[src/rtl/branch_resolve_unit.sv]
// rtl/branch_resolve_unit.sv - prediction queue, branch resolution and predictor update
// Fetch pushes predictions; execute pops the head in order and redirects on mispredict.
module branch_resolve_unit #(
   parameter int DEPTH = 8,
   parameter int PTR_W = 3
) (
   input  logic        iCLOCK,
   input  logic        iRESET_SYNC,
   input  logic        iFLUSH,
   input  logic        iPRED_VALID,
   input  logic [31:0] iPRED_INST_ADDR,
   input  logic        iPRED_BRANCH,
   input  logic [31:0] iPRED_ADDR,
   output logic        oPRED_FULL,
   input  logic        iEXE_VALID,
   input  logic [31:0] iEXE_INST_ADDR,
   input  logic        iEXE_IS_BRANCH,
   input  logic        iEXE_TAKEN,
   input  logic [31:0] iEXE_TARGET,
   output logic        oEXE_LOCK,
   output logic        oJUMP_STB,
   output logic        oJUMP_HIT,
   output logic [31:0] oJUMP_ADDR,
   output logic [31:0] oJUMP_INST_ADDR,
   output logic        oFLUSH_PIPELINE,
   output logic [31:0] oFLUSH_ADDR,
   output logic [15:0] oBRANCH_CNT,
   output logic [15:0] oMISS_CNT
);
   localparam logic [PTR_W:0]   FULL_CNT = (PTR_W+1)'(DEPTH);
   localparam logic [PTR_W-1:0] PTR_ONE  = PTR_W'(1);

   typedef struct packed {
      logic [31:0] inst_addr;
      logic        taken;
      logic [31:0] target;
   } entry_t;

   entry_t           mem_q [DEPTH];
   entry_t           mem_d [DEPTH];
   logic [PTR_W-1:0] rd_ptr_q, rd_ptr_d;
   logic [PTR_W-1:0] wr_ptr_q, wr_ptr_d;
   logic [PTR_W:0]   count_q, count_d;

   logic        jump_stb_q, jump_stb_d;
   logic        jump_hit_q, jump_hit_d;
   logic [31:0] jump_addr_q, jump_addr_d;
   logic [31:0] jump_inst_addr_q, jump_inst_addr_d;
   logic        flush_pipeline_q, flush_pipeline_d;
   logic [31:0] flush_addr_q, flush_addr_d;
   logic [15:0] branch_cnt_q, branch_cnt_d;
   logic [15:0] miss_cnt_q, miss_cnt_d;

   entry_t      head;
   logic        push;
   logic        resolve;
   logic        resolve_live;
   logic        pred_taken;
   logic        act_taken;
   logic        mispredict;
   logic        update;
   logic [31:0] next_pc;

   assign oPRED_FULL = (count_q == FULL_CNT);
   assign oEXE_LOCK  = (count_q == '0);

   // A head whose address does not match the resolved instruction is treated as not-taken.
   always_comb begin
      head         = mem_q[rd_ptr_q];
      push         = iPRED_VALID && !oPRED_FULL && !flush_pipeline_q;
      resolve      = iEXE_VALID && !oEXE_LOCK;
      resolve_live = resolve && !iFLUSH;
      pred_taken   = (head.inst_addr == iEXE_INST_ADDR) && head.taken;
      act_taken    = iEXE_IS_BRANCH && iEXE_TAKEN;
      next_pc      = act_taken ? iEXE_TARGET : (iEXE_INST_ADDR + 32'd4);
      mispredict   = 1'b0;
      if (resolve_live) begin
         if (pred_taken) begin
            mispredict = !act_taken || (head.target != iEXE_TARGET);
         end else begin
            mispredict = act_taken;
         end
      end
      update = resolve_live && (iEXE_IS_BRANCH || pred_taken);
   end

   // Younger entries are wrong-path after a mispredict, so the whole queue is dropped.
   always_comb begin
      mem_d    = mem_q;
      rd_ptr_d = rd_ptr_q;
      wr_ptr_d = wr_ptr_q;
      count_d  = count_q;
      if (iFLUSH || mispredict) begin
         rd_ptr_d = '0;
         wr_ptr_d = '0;
         count_d  = '0;
      end else begin
         if (push) begin
            mem_d[wr_ptr_q].inst_addr = iPRED_INST_ADDR;
            mem_d[wr_ptr_q].taken     = iPRED_BRANCH;
            mem_d[wr_ptr_q].target    = iPRED_ADDR;
            wr_ptr_d                  = wr_ptr_q + PTR_ONE;
         end
         if (resolve) begin
            rd_ptr_d = rd_ptr_q + PTR_ONE;
         end
         count_d = count_q + (PTR_W+1)'(push) - (PTR_W+1)'(resolve);
      end
   end

   always_comb begin
      jump_stb_d       = update;
      jump_hit_d       = update && act_taken;
      jump_addr_d      = update ? iEXE_TARGET : jump_addr_q;
      jump_inst_addr_d = update ? iEXE_INST_ADDR : jump_inst_addr_q;
      flush_pipeline_d = mispredict;
      flush_addr_d     = mispredict ? next_pc : flush_addr_q;
      branch_cnt_d     = branch_cnt_q;
      miss_cnt_d       = miss_cnt_q;
      if (resolve_live && iEXE_IS_BRANCH && (branch_cnt_q != 16'hFFFF)) begin
         branch_cnt_d = branch_cnt_q + 16'd1;
      end
      if (mispredict && (miss_cnt_q != 16'hFFFF)) begin
         miss_cnt_d = miss_cnt_q + 16'd1;
      end
   end

   always_ff @(posedge iCLOCK) begin
      if (iRESET_SYNC) begin
         for (int i = 0; i < DEPTH; i++) begin
            mem_q[i] <= '0;
         end
         rd_ptr_q         <= '0;
         wr_ptr_q         <= '0;
         count_q          <= '0;
         jump_stb_q       <= 1'b0;
         jump_hit_q       <= 1'b0;
         jump_addr_q      <= '0;
         jump_inst_addr_q <= '0;
         flush_pipeline_q <= 1'b0;
         flush_addr_q     <= '0;
         branch_cnt_q     <= '0;
         miss_cnt_q       <= '0;
      end else begin
         for (int i = 0; i < DEPTH; i++) begin
            mem_q[i] <= mem_d[i];
         end
         rd_ptr_q         <= rd_ptr_d;
         wr_ptr_q         <= wr_ptr_d;
         count_q          <= count_d;
         jump_stb_q       <= jump_stb_d;
         jump_hit_q       <= jump_hit_d;
         jump_addr_q      <= jump_addr_d;
         jump_inst_addr_q <= jump_inst_addr_d;
         flush_pipeline_q <= flush_pipeline_d;
         flush_addr_q     <= flush_addr_d;
         branch_cnt_q     <= branch_cnt_d;
         miss_cnt_q       <= miss_cnt_d;
      end
   end

   assign oJUMP_STB       = jump_stb_q;
   assign oJUMP_HIT       = jump_hit_q;
   assign oJUMP_ADDR      = jump_addr_q;
   assign oJUMP_INST_ADDR = jump_inst_addr_q;
   assign oFLUSH_PIPELINE = flush_pipeline_q;
   assign oFLUSH_ADDR     = flush_addr_q;
   assign oBRANCH_CNT     = branch_cnt_q;
   assign oMISS_CNT       = miss_cnt_q;

endmodule

[config.mk]
export PLATFORM = sky130hd
export DESIGN_NAME = branch_resolve_unit
export DESIGN_NICKNAME = d
export VERILOG_FILES = /design/src/rtl/branch_resolve_unit.sv
export SDC_FILE = /design/constraint.sdc
export NUM_CORES = 1
export LEC_CHECK = 0
export BUFFER_PORTS_ARGS = -buffer_cell sky130_fd_sc_hd__buf_2
export CAP_MARGIN = 10
export CORE_MARGIN = 10
export CORE_UTILIZATION = 60
export DETAILED_ROUTE_END_ITERATION = 12
export GPL_ROUTABILITY_DRIVEN = 1
export PLACE_DENSITY = 0.87
export SLEW_MARGIN = 20
export SYNTH_ARGS = -nofsm -noshare
export SYNTH_HDL_FRONTEND = slang
export SYNTH_SLANG_ARGS = --single-unit
[constraint.sdc]
create_clock -name iCLOCK -period 5 [get_ports iCLOCK]
set_input_delay 1 -clock iCLOCK [delete_from_list [all_inputs] [get_ports iCLOCK]]
set_output_delay 1 -clock iCLOCK [all_outputs]
set_load 0.005 [all_outputs]
==> metrics.md, run 1 <==
| Metric | Value |
|---|---|
| Worst-path clk slew | 0.07 ns |
| Min cycle time layout | 4.802 ns |
| CP delay by family, top | buffers and inverters |
| Layout Utilization | 0.6919 |
| Post-synth EDFFs | 0 |
| Worst Path Max Fanout | 30 |
| First-pass GRT wire length | 137300 um |
| Drt drc | 0 |
| Syn Area/Cell | 10.31 um2 |
| Relative slew slack | 0.3449 |
| Worst skew pair latency | 0.62 ns |
| Final Hold Fails | 0 |
| Final Skew | 0.02566 ns |
| Worst Path Arrival | 5.26 ns |
| Worst min path class | register to register |
| Die W | 243.0 um |
| Initial antenna violation count | 22 |
| CP Cell Sequence | buf_12 > buf_12 > mux4_2 > mux2i_1 > xnor2_1 > nor4_1 > nand2_1 > nor3_1 > buf_4 > nand4_4 > a2111oi_4 > buf_4 > mux2i_1 > nor2_1 |
| H-Tree Level Count | 3 |
| Final hold slack | 0.4680 ns |
| Peak VDD IR | 0.2998 mV |
| Iteration-0 DRC count of the detailed router | 2801 |
| Initial Util | 0.6084 |
| Largest net degree at the start of global routing | 157 |
| Gate Count Post-Synth | 2894 |
| I/O Pins | 269 |
| FMAX | 0.2083 GHz |
| TritonCTS buffer count | 68 |
| Postcts setup bufs | 0 |
| Die Y-Extent | 243.0 um |
| Setup TNS Final | 0 ns |
| Drt pass-1 iters | 6 |
| Gr ovfl total | 0 |
| PD cells | 348.7 nW/um2 |
| WL per Instance | 23.91 um |
| Top post-synthesis cells by count | mux2i_1, nor2_1, dfxtp_1 |
| Max incr delay on CP | 0.63 ns |
| Die area | 59060 um2 |
| Max-cap violations | 0 |
| Top cell type's share of synthesized area | 0.4434 |
| Top-count cell post-synth | mux2i_1 |
| Synth Warn # | 0 |
| WS Path Type | register to register |
| Core Footprint | 49050 um2 |
| Count of cell types in the netlist | 52 |
| Root cell of the clock tree | clkbuf_16 |
| Slowest CP cell | buf_4 |
| Std-Cell Rows | 81 |
| Sequential area share after synthesis | 0.4434 |
| Tot Pwr | 11.84 mW |
| Async set-reset flop share out of synthesis | 0 |
| Flops & latches, synth | 661 |
| Slew Limit Fails | 0 |
| Via Count | 23261 |
| Period Utilization, post-route | 0.9603 |
| Post_cts resized | 0 |
| Worst Tran Pin Value | 0.9826 ns |
| Routed WL | 90210 um |
| Layout Area Growth over Synthesis | 13.74% |
| Layout cells sized above 1 | 0.1838 |
| Status | finished, final reports clean |
| CP startpoint kind | register |
| GPL Wtd Cong | 0.9282 |
| Final Setup Violations | 0 |
| Critical Path Sink Type | register |
| Buffers added on ports | 268 |
| Unrepaired setup endpoints after global routing | false |
| Clock sink total | 661 |
| Area leader, netlist | dfxtp_1 |
| DP Wirelength | 60380 um |
| Buf/Inv on CP | 4 |
| Vias in the first global route | 23362 |
| Clock Tree Buf Depth | 3 |
| Syn Std Cell Area | 29840 um2 |
| Top cells by area, synth | dfxtp_1, mux2i_1, nor2_1 |
| Leakage Power | 13.13 nW |
| CP Data Required Time | 5.45 ns |
| CTS Hold Buffers Added | 0 |
| Top_reg_cell synth | dfxtp_1 |
| Mapped Nets | 3042 |
| Post-route ant nets | 0 |
| GRT Overall Usage | 0.2926 |
| Nets | 3191 |
| Vias per cell | 6.167 |
| CTS tree | yes |
==> final cells by class <==
type / count / area, um2
Clock buffer: 96 / 2049
Fill cell: 3376 / 15110
Tap cell: 664 / 830.8
Timing Repair Buffer: 344 / 2285
Inverter: 18 / 67.56
Sequential cell: 661 / 13240
Antenna cell: 12 / 30.03
Clock inverter: 27 / 370.4
Multi-Input combinational cell: 1950 / 15060
==> tightest hold or removal path, cell delays in order (launching register included) <==
cell and delay (ns):
dfxtp_1 0.31, nand2b_1 0.06, a21oi_1 0.05
==> logic make-up after synthesis <==
| family | count (synthesis) | share of synthesized area |
|---|---|---|
| AND/OR/NAND/NOR | 867 | 0.1206 |
| adder cells (fa/ha/maj) | 12 | 0.005283 |
| XOR/XNOR | 100 | 0.02935 |
| flip-flops | 661 | 0.4434 |
| AO/OA/AOI/OAI | 143 | 0.03312 |
| buffers and inverters | 283 | 0.05430 |
| multiplexers | 828 | 0.3139 |
==> registers in the layout, summed over array words and instances, names as in the netlist, 3 cells and up <==
signal / flops
count_q: 4
mem_q: 520
oBRANCH_CNT: 16
oFLUSH_ADDR: 32
oJUMP_ADDR: 32
oJUMP_INST_ADDR: 32
oMISS_CNT: 16
rd_ptr_q: 3
wr_ptr_q: 3
==> cells in the final DEF, fill, tap and decap left out, types with 6 or more instances in the layout <==
cell	count
and3_1	32
bufinv_16	8
nand3_1	23
mux4_2	86
buf_12	29
nor2b_1	11
nor4_1	6
xor2_1	42
a21oi_1	33
clkbuf_8	20
nand4_1	24
mux2i_1	740
nand2_1	57
diode_2	12
o21ai_0	28
clkbuf_1	6
nor2_1	672
nand2b_1	6
buf_4	47
clkinv_2	11
o22a_1	7
nor3_1	14
buf_2	267
ha_1	11
o21a_1	8
clkbuf_16	70
dfxtp_1	658
a22oi_1	39
xnor2_1	58
and2_1	7
inv_1	18
==> final timing paths <==
| path | startpoint | to | slack (ns) | cells past startpoint |
|---|---|---|---|---|
| max | rd_ptr_q[0]$_SDFFE_PP0P_ | mem_q[398]$_SDFFE_PP0P_ | 0.20 | 14 |
| min | oFLUSH_ADDR[1]$_SDFFE_PP0P_ | oFLUSH_ADDR[1]$_SDFFE_PP0P_ | 0.47 | 2 |
| max reg2reg | rd_ptr_q[0]$_SDFFE_PP0P_ | mem_q[398]$_SDFFE_PP0P_ | 0.20 | 14 |
| min reg2reg | oFLUSH_ADDR[1]$_SDFFE_PP0P_ | oFLUSH_ADDR[1]$_SDFFE_PP0P_ | 0.47 | 2 |
==> layer usage <==
metal / vias to the layer above / routed length (um) / global-route usage
met1: 11344 / 33950 / 0.3513
met4: 14 / 4268 / 0.1535
li1: 10274 / - / -
met5: - / 83 / 0
met2: 1333 / 41960 / 0.4688
met3: 296 / 9944 / 0.08533
==> metrics by stage <==
stage | area [um2] | setup slack, ns | instances
after global routing | 33940 | 0.01132 | 3770
after CTS | 33850 | 0.2256 | 3755
after global placement | 31430 | 0.4234 | 3632
after floorplan | 29840 | 1.244 | 2894
after detailed placement | 31430 | 0.2689 | 3632
final | 33940 | 0.1984 | 3772
==> where the power goes <==
part           internal, mW  leakage, nW  total (mW)  switching [mW]
clock                  3.28         1.20        5.43            2.15
combinational         0.387         6.60        1.01           0.621
sequential             5.34         5.33        5.40          0.0526
Power figures use the tool's default switching activity.
==> run 2, diff against run 1 <==
CELL_PAD_IN_SITES_DETAIL_PLACEMENT = 1   (was not set)
CELL_PAD_IN_SITES_GLOBAL_PLACEMENT = 2   (was not set)
CORE_UTILIZATION = 35   (was 60)
PLACE_DENSITY = 0.83   (was 0.87)
clock period = 4 ns   (was 5 ns; I/O delays follow)
==> run 2 against run 1 <==
Against the previous run: the run now ends with negative setup slack left; sequential share of layout area shrank 3.2 points; non-clock buffer count up 158; cell area up 9.1%; clock power increased by 29%; register-to-register slack got worse by 0.29 ns; highest routed layer unchanged.
==> metrics.md, run 2 (synthesis results as in run 1) <==
| Metric | Value |
|---|---|
| Status | complete, but fails checks |
| Failing checks | negative setup slack |
| Drt pass-1 iters | 5 |
| Final WS setup | -0.09240 ns |
| Via Count | 23024 |
| H-Tree Level Count | 3 |
| First-pass GRT wire length | 154100 um |
| Peak VDD IR | 0.3347 mV |
| Root cell of the clock tree | clkbuf_16 |
| Worst-path clk slew | 0.06 ns |
| Most frequent cells in the layout | mux2i_1, nor2_1, dfxtp_1, buf_2, buf_4 |
| CTS tree | yes |
| Worst Path Arrival | 4.58 ns |
| Routed WL | 109600 um |
| Relative slew slack | 0.4355 |
| GR Layer Usage met3 | 0.06838 |
| TritonCTS buffer count | 76 |
| Critical Path Sink Type | register |
| WL per Instance | 24.84 um |
| Gr ovfl total | 0 |
| Hold Path End | oFLUSH_ADDR[0]$_SDFFE_PP0P_ |
| Period Utilization, post-route | 1.023 |
| Placed standard-cell area | 33230 um2 |
| Largest register by flop count | mem_q |
| Design Area, Final | 37020 um2 |
| Reg-to-reg endpoint | mem_q[76]$_SDFFE_PP0P_ |
| Max FFs per register | 520 |
| GRT Overall Usage | 0.2070 |
| Clock sink total | 661 |
| FF-to-FF setup slack | -0.09 ns |
| DP Wirelength | 74900 um |
| Initial Util | 0.3516 |
| Leakage Power | 14.33 nW |
| Clock Tree Buf Depth | 3 |
| Hold Startpoint | oFLUSH_ADDR[0]$_SDFFE_PP0P_ |
| Final hold slack | 0.4739 ns |
| CP Data Required Time | 4.49 ns |
| Path depth of the worst reg2reg path | 17 |
| M2 GR Usage | 0.3234 |
| Worst r2r src | rd_ptr_q[0]$_SDFFE_PP0P_ |
| PD cells | 412.2 nW/um2 |
| Initial antenna violation count | 26 |
| Final Hold Fails | 0 |
| Post-route ant nets | 0 |
| Max-cap violations | 0 |
| CTS Hold Buffers Added | 0 |
| Unrepaired setup endpoints after global routing | true |
| Final Skew | 0.02912 ns |
| Routing usage on met1 | 0.2719 |
| Nets | 3357 |
| Commonest non-fill, non-tap cell in the layout | mux2i_1 |
| CP startpoint kind | register |
| Worst Path Max Fanout | 7 |
| Busiest grt layer | met2 |
| Largest net degree at the start of global routing | 168 |
| Vias per cell | 5.220 |
| Die Y-Extent | 312.0 um |
| Worst Tran Pin Value | 0.8468 ns |
| Final Setup Violations | 130 |
| Drt drc | 0 |
| WS Path Type | register to register |
| Min cycle time layout | 4.092 ns |
| Worst skew pair latency | 0.64 ns |
| Filler instances | 9391 |
| GPL Wtd Cong | 0.8573 |
| Worst min path class | register to register |
| Die W | 312.0 um |
| Layout Area Growth over Synthesis | 24.05% |
| Buffers added on ports | 268 |
| Std-Cell Rows | 107 |
| Iteration-0 DRC count of the detailed router | 1628 |
| Layout cells sized above 1 | 0.2368 |
| I/O Pins | 269 |
| Slew Limit Fails | 0 |
| Vias in the first global route | 22956 |
| Die area | 97340 um2 |
| Core Footprint | 84880 um2 |
| FMAX | 0.2444 GHz |
| Hold path cells | 2 |
-- run 2: changes by cell type in the layout (fill, tap and decap cells not counted), moves of 5 or more --
cell       previous run  this run
buf_6                 0        20
nor4_1                6         1
mux2i_2               0        19
mux2i_4               0         5
xnor2_1              58        53
xnor2_2               0         5
buf_16                0         6
diode_2              12         3
clkbuf_16            70        94
buf_12               29        65
clkbuf_1              6        21
buf_4                47       123
mux2i_1             740       716
-- run 2: metrics by stage --
stage,instances,setup slack [ns],utilization,power [mW],setup TNS (ns)
detailed placement,4214,-0.3105,0.3915,8.283,-68.69
CTS,4363,-0.02469,0.4252,15.30,-0.02675
global placement,4214,-0.1331,0.3915,8.267,-12.10
floorplan,2894,0.2442,-,7.672,0
finish,4411,-0.09240,0.4361,15.26,-3.071
global route,4409,-0.1892,0.4361,15.79,-37.51
-- run 2: final cells by class --
cell class	count	area, um2	area share
Timing Repair Buffer	502	4437	0.1198
Clock inverter	17	226.5	0.006118
Sequential cell	661	13240	0.3578
Multi-Input combinational cell	1950	15350	0.4147
Clock buffer	116	2253	0.06087
Inverter	18	67.56	0.001825
Antenna cell	3	7.507	0.0002028
Tap cell	1144	1431	0.03867
-- run 2: power by group --
group          switching, mW  total [mW]  internal (mW)
clock                   2.86        7.00           4.14
combinational          0.903        1.52          0.614
sequential            0.0588        6.74           6.68
-- run 2: worst max-delay path by stage --
stage,cells past startpoint,startpoint,to,slack (ns)
2_1_floorplan,15,rd_ptr_q[0]$_SDFFE_PP0P_,mem_q[272]$_SDFFE_PP0P_,0.24
3_3_place_gp,15,rd_ptr_q[1]$_SDFFE_PP0P_,wr_ptr_q[1]$_SDFFE_PP0P_,-0.13
3_5_place_dp,14,rd_ptr_q[0]$_SDFFE_PP0P_,wr_ptr_q[1]$_SDFFE_PP0P_,-0.31
4_1_cts,15,rd_ptr_q[1]$_SDFFE_PP0P_,mem_q[277]$_SDFFE_PP0P_,-0.02
5_1_grt,17,rd_ptr_q[0]$_SDFFE_PP0P_,mem_q[76]$_SDFFE_PP0P_,-0.19
6_report,17,rd_ptr_q[0]$_SDFFE_PP0P_,mem_q[76]$_SDFFE_PP0P_,-0.09
-- run 2: timing repair --
action / in CTS / in global routing
endpoints found under the setup margin: 559 / 553
pin swaps: 10 / 7
cloned: 3 / 18
buffers inserted: 13 / 27
resized for setup: 29 / 59
-- run 2: metal layers --
metal  vias to the layer above  part of all wire  routed length [um]
met5                         -            0.0016                 179
met4                        26             0.029                3134
met3                       192             0.080                8775
met2                       689              0.45               48920
met1                     11513              0.44               48550
li1                      10604                 -                   -
-- run 2: critical path: stages, from the launching register on --
cell       delay (ns)
dfxtp_4          0.43
buf_12           0.16
buf_12           0.13
mux4_2           0.49
mux2i_1          0.17
xor2_1           0.34
nand4_1          0.16
or3_4            0.41
nor4_4           0.29
buf_4            0.20
o21a_4           0.20
buf_6            0.14
a21oi_4          0.06
buf_12           0.15
buf_6            0.12
clkbuf_16        0.18
mux2i_1          0.20
nor2_1           0.08
==> run 3, diff against run 2 <==
CELL_PAD_IN_SITES_DETAIL_PLACEMENT = not set   (was 1)
CELL_PAD_IN_SITES_GLOBAL_PLACEMENT = not set   (was 2)
CORE_UTILIZATION = 48   (was 35)
CTS_CLUSTER_DIAMETER = 60   (was not set)
PLACE_DENSITY = 0.76   (was 0.83)
==> run 3 against run 2 <==
Against the previous run: highest routed layer unchanged; via count up 2.7%; the flow still finishes with violations (negative setup slack); largest cell class unchanged; sequential share of layout area up 0.17 points; hold slack better by 0.0026 ns.
==> metrics.md, run 3 (synthesis results as in run 1) <==
| Metric | Value |
|---|---|
| Slew Limit Fails | 0 |
| Combinational group share of total power | 0.096 |
| H-Tree Level Count | 3 |
| Vias per cell | 5.749 |
| Worst skew pair latency | 0.63 ns |
| I/O Pins | 269 |
| Core Footprint | 61600 um2 |
| Final Setup Violations | 381 |
| Psw | 3.740 mW |
| First-pass GRT wire length | 137000 um |
| Worst Tran Pin Value | 0.9737 ns |
| Vias in the first global route | 22160 |
| Drt pass-1 iters | 6 |
| PD cells | 408.3 nW/um2 |
| Gr ovfl total | 0 |
| Drt drc | 0 |
| Final WS setup | -0.2537 ns |
| Via Count | 23656 |
| Die area | 72540 um2 |
| Seq pwr share | 0.448 |
| CTS Hold Buffers Added | 0 |
| Unrepaired setup endpoints after global routing | true |
| Final Hold Fails | 0 |
| Min cycle time layout | 4.254 ns |
| Initial antenna violation count | 15 |
| GPL Wtd Cong | 0.8878 |
| Worst Path Max Fanout | 14 |
| Max FFs per register | 520 |
| Commonest non-fill, non-tap cell in the layout | mux2i_1 |
| Worst r2r src | rd_ptr_q[1]$_SDFFE_PP0P_ |
| Reg-to-reg endpoint | mem_q[323]$_SDFFE_PP0P_ |
| Buffers added on ports | 268 |
| Largest register by flop count | mem_q |
| Leakage Power | 14.38 nW |
| Path depth of the worst reg2reg path | 15 |
| Post-route ant nets | 0 |
| Hold Path End | oFLUSH_ADDR[10]$_SDFFE_PP0P_ |
| Internal | 11.30 mW |
| WL per Instance | 23.90 um |
| Std-Cell Rows | 91 |
| Period Utilization, post-route | 1.063 |
| Clk pwr share | 0.456 |
| TritonCTS buffer count | 73 |
| Die Y-Extent | 269.3 um |
| Layout cells sized above 1 | 0.2414 |
| Worst min path class | register to register |
| GRT Overall Usage | 0.2399 |
| Clock Tree Buf Depth | 3 |
| Max-cap violations | 0 |
| FMAX | 0.2351 GHz |
| Critical Path Sink Type | register |
| CP Data Required Time | 4.45 ns |
| Final Skew | 0.02498 ns |
| DP Wirelength | 63100 um |
| Worst-path clk slew | 0.06 ns |
| Relative slew slack | 0.3509 |
| Layout Utilization | 0.5981 |
| Failing checks | negative setup slack |
| Iteration-0 DRC count of the detailed router | 2636 |
| Status | complete, but fails checks |
| Largest net degree at the start of global routing | 188 |
| FF-to-FF setup slack | -0.25 ns |
| Clock sink total | 661 |
| Die W | 269.3 um |
| Initial Util | 0.4845 |
| Routed WL | 98340 um |
| Placed Cells | 3905 |
| Net Sw Frac | 0.2486 |
| Root cell of the clock tree | clkbuf_16 |
| Non-filler cells, final | 4115 |
| Pre-CTS setup slack | -0.3010 ns |
| Hold Startpoint | oFLUSH_ADDR[10]$_SDFFE_PP0P_ |
| Setup TNS Final | -26.75 ns |
| Hold path cells | 2 |
| Layout Area Growth over Synthesis | 23.45% |
| Nets | 3366 |
| Peak VDD IR | 0.3441 mV |
| Worst Path Arrival | 4.71 ns |
| Most frequent cells in the layout | mux2i_1, nor2_1, dfxtp_1, buf_2, buf_4 |
| CTS tree | yes |
| CP startpoint kind | register |
| WS Path Type | register to register |
[run 3: changes by cell type in the layout (fill, tap and decap cells not counted), moves of 4 or more]
cell / change
buf_8: +7
mux2i_2: +6
nor2b_1: +4
buf_4: +14
buf_12: -12
nor2_4: +5
clkbuf_8: -9
buf_16: +4
nor2_1: -5
buf_6: -7
mux2i_1: -9
[run 3: how the worst max path moves through the flow]
stage	startpoint	cells past startpoint	to	slack, ns
floorplan	rd_ptr_q[0]$_SDFFE_PP0P_	15	mem_q[272]$_SDFFE_PP0P_	0.24
global placement	rd_ptr_q[2]$_SDFFE_PP0P_	15	mem_q[430]$_SDFFE_PP0P_	-0.20
detailed placement	rd_ptr_q[2]$_SDFFE_PP0P_	17	mem_q[367]$_SDFFE_PP0P_	-0.30
CTS	rd_ptr_q[0]$_SDFFE_PP0P_	17	mem_q[128]$_SDFFE_PP0P_	0.01
global route	rd_ptr_q[1]$_SDFFE_PP0P_	15	mem_q[263]$_SDFFE_PP0P_	-0.33
finish	rd_ptr_q[1]$_SDFFE_PP0P_	15	mem_q[323]$_SDFFE_PP0P_	-0.25
[run 3: through the flow]
stage,instance area [um2],hold slack [ns],power [mW]
6_report,36840,0.4765,15.04
3_5_place_dp,32630,0.4636,8.185
3_3_place_gp,32630,0.4537,8.171
5_1_grt,36830,0.4727,15.43
4_1_cts,35520,0.4706,14.97
2_1_floorplan,29840,0.4546,7.672
[run 3: power by group through the flow]
stage                     clock [mW]  sequential (mW)  combinational, mW
final                           6.86             6.74               1.44
after global routing            7.17             6.75               1.51
after CTS                       6.89             6.74               1.33
after detailed placement           0             6.88               1.30
after global placement             0             6.88               1.29
after floorplan                    0             6.87              0.803
[run 3: critical path: stages, from the launching register on]
cell and delay [ns]:
dfxtp_4 0.39, buf_4 0.18, buf_12 0.18, mux4_2 0.55, mux2i_1 0.19, xnor2_1 0.14, nor4_1 0.28, nand4_1 0.19
nor4_4 0.33, buf_4 0.18, nand4_4 0.15, a2111oi_4 0.45, buf_6 0.31, buf_16 0.19, mux2i_1 0.27, nor2_1 0.09
[run 3: layout make-up]
class                   instances  area [um2]
clock inverters                28       357.8
multi-input cells            1950       15430
repair buffers                514        4611
clock buffers                 102        2068
diodes                          5       12.51
flip-flops and latches        661       13240
well taps                     837        1047
inverters                      18       67.56
fillers                      4835       24760
[run 3: what timing repair did]
item,4_1_cts,5_1_grt
cloned,4,25
setup endpoints to repair,533,530
gates resized for setup,18,117
pin swaps,8,19
buffers inserted,20,26
[run 3: layer usage]
layer  track usage  vias to the layer above  share of wire
met1        0.3201                    11502           0.41
met3       0.05930                      251           0.10
met5             0                        -        0.00069
met2        0.3764                     1265           0.45
li1              -                    10628              -
met4       0.07703                       10          0.039
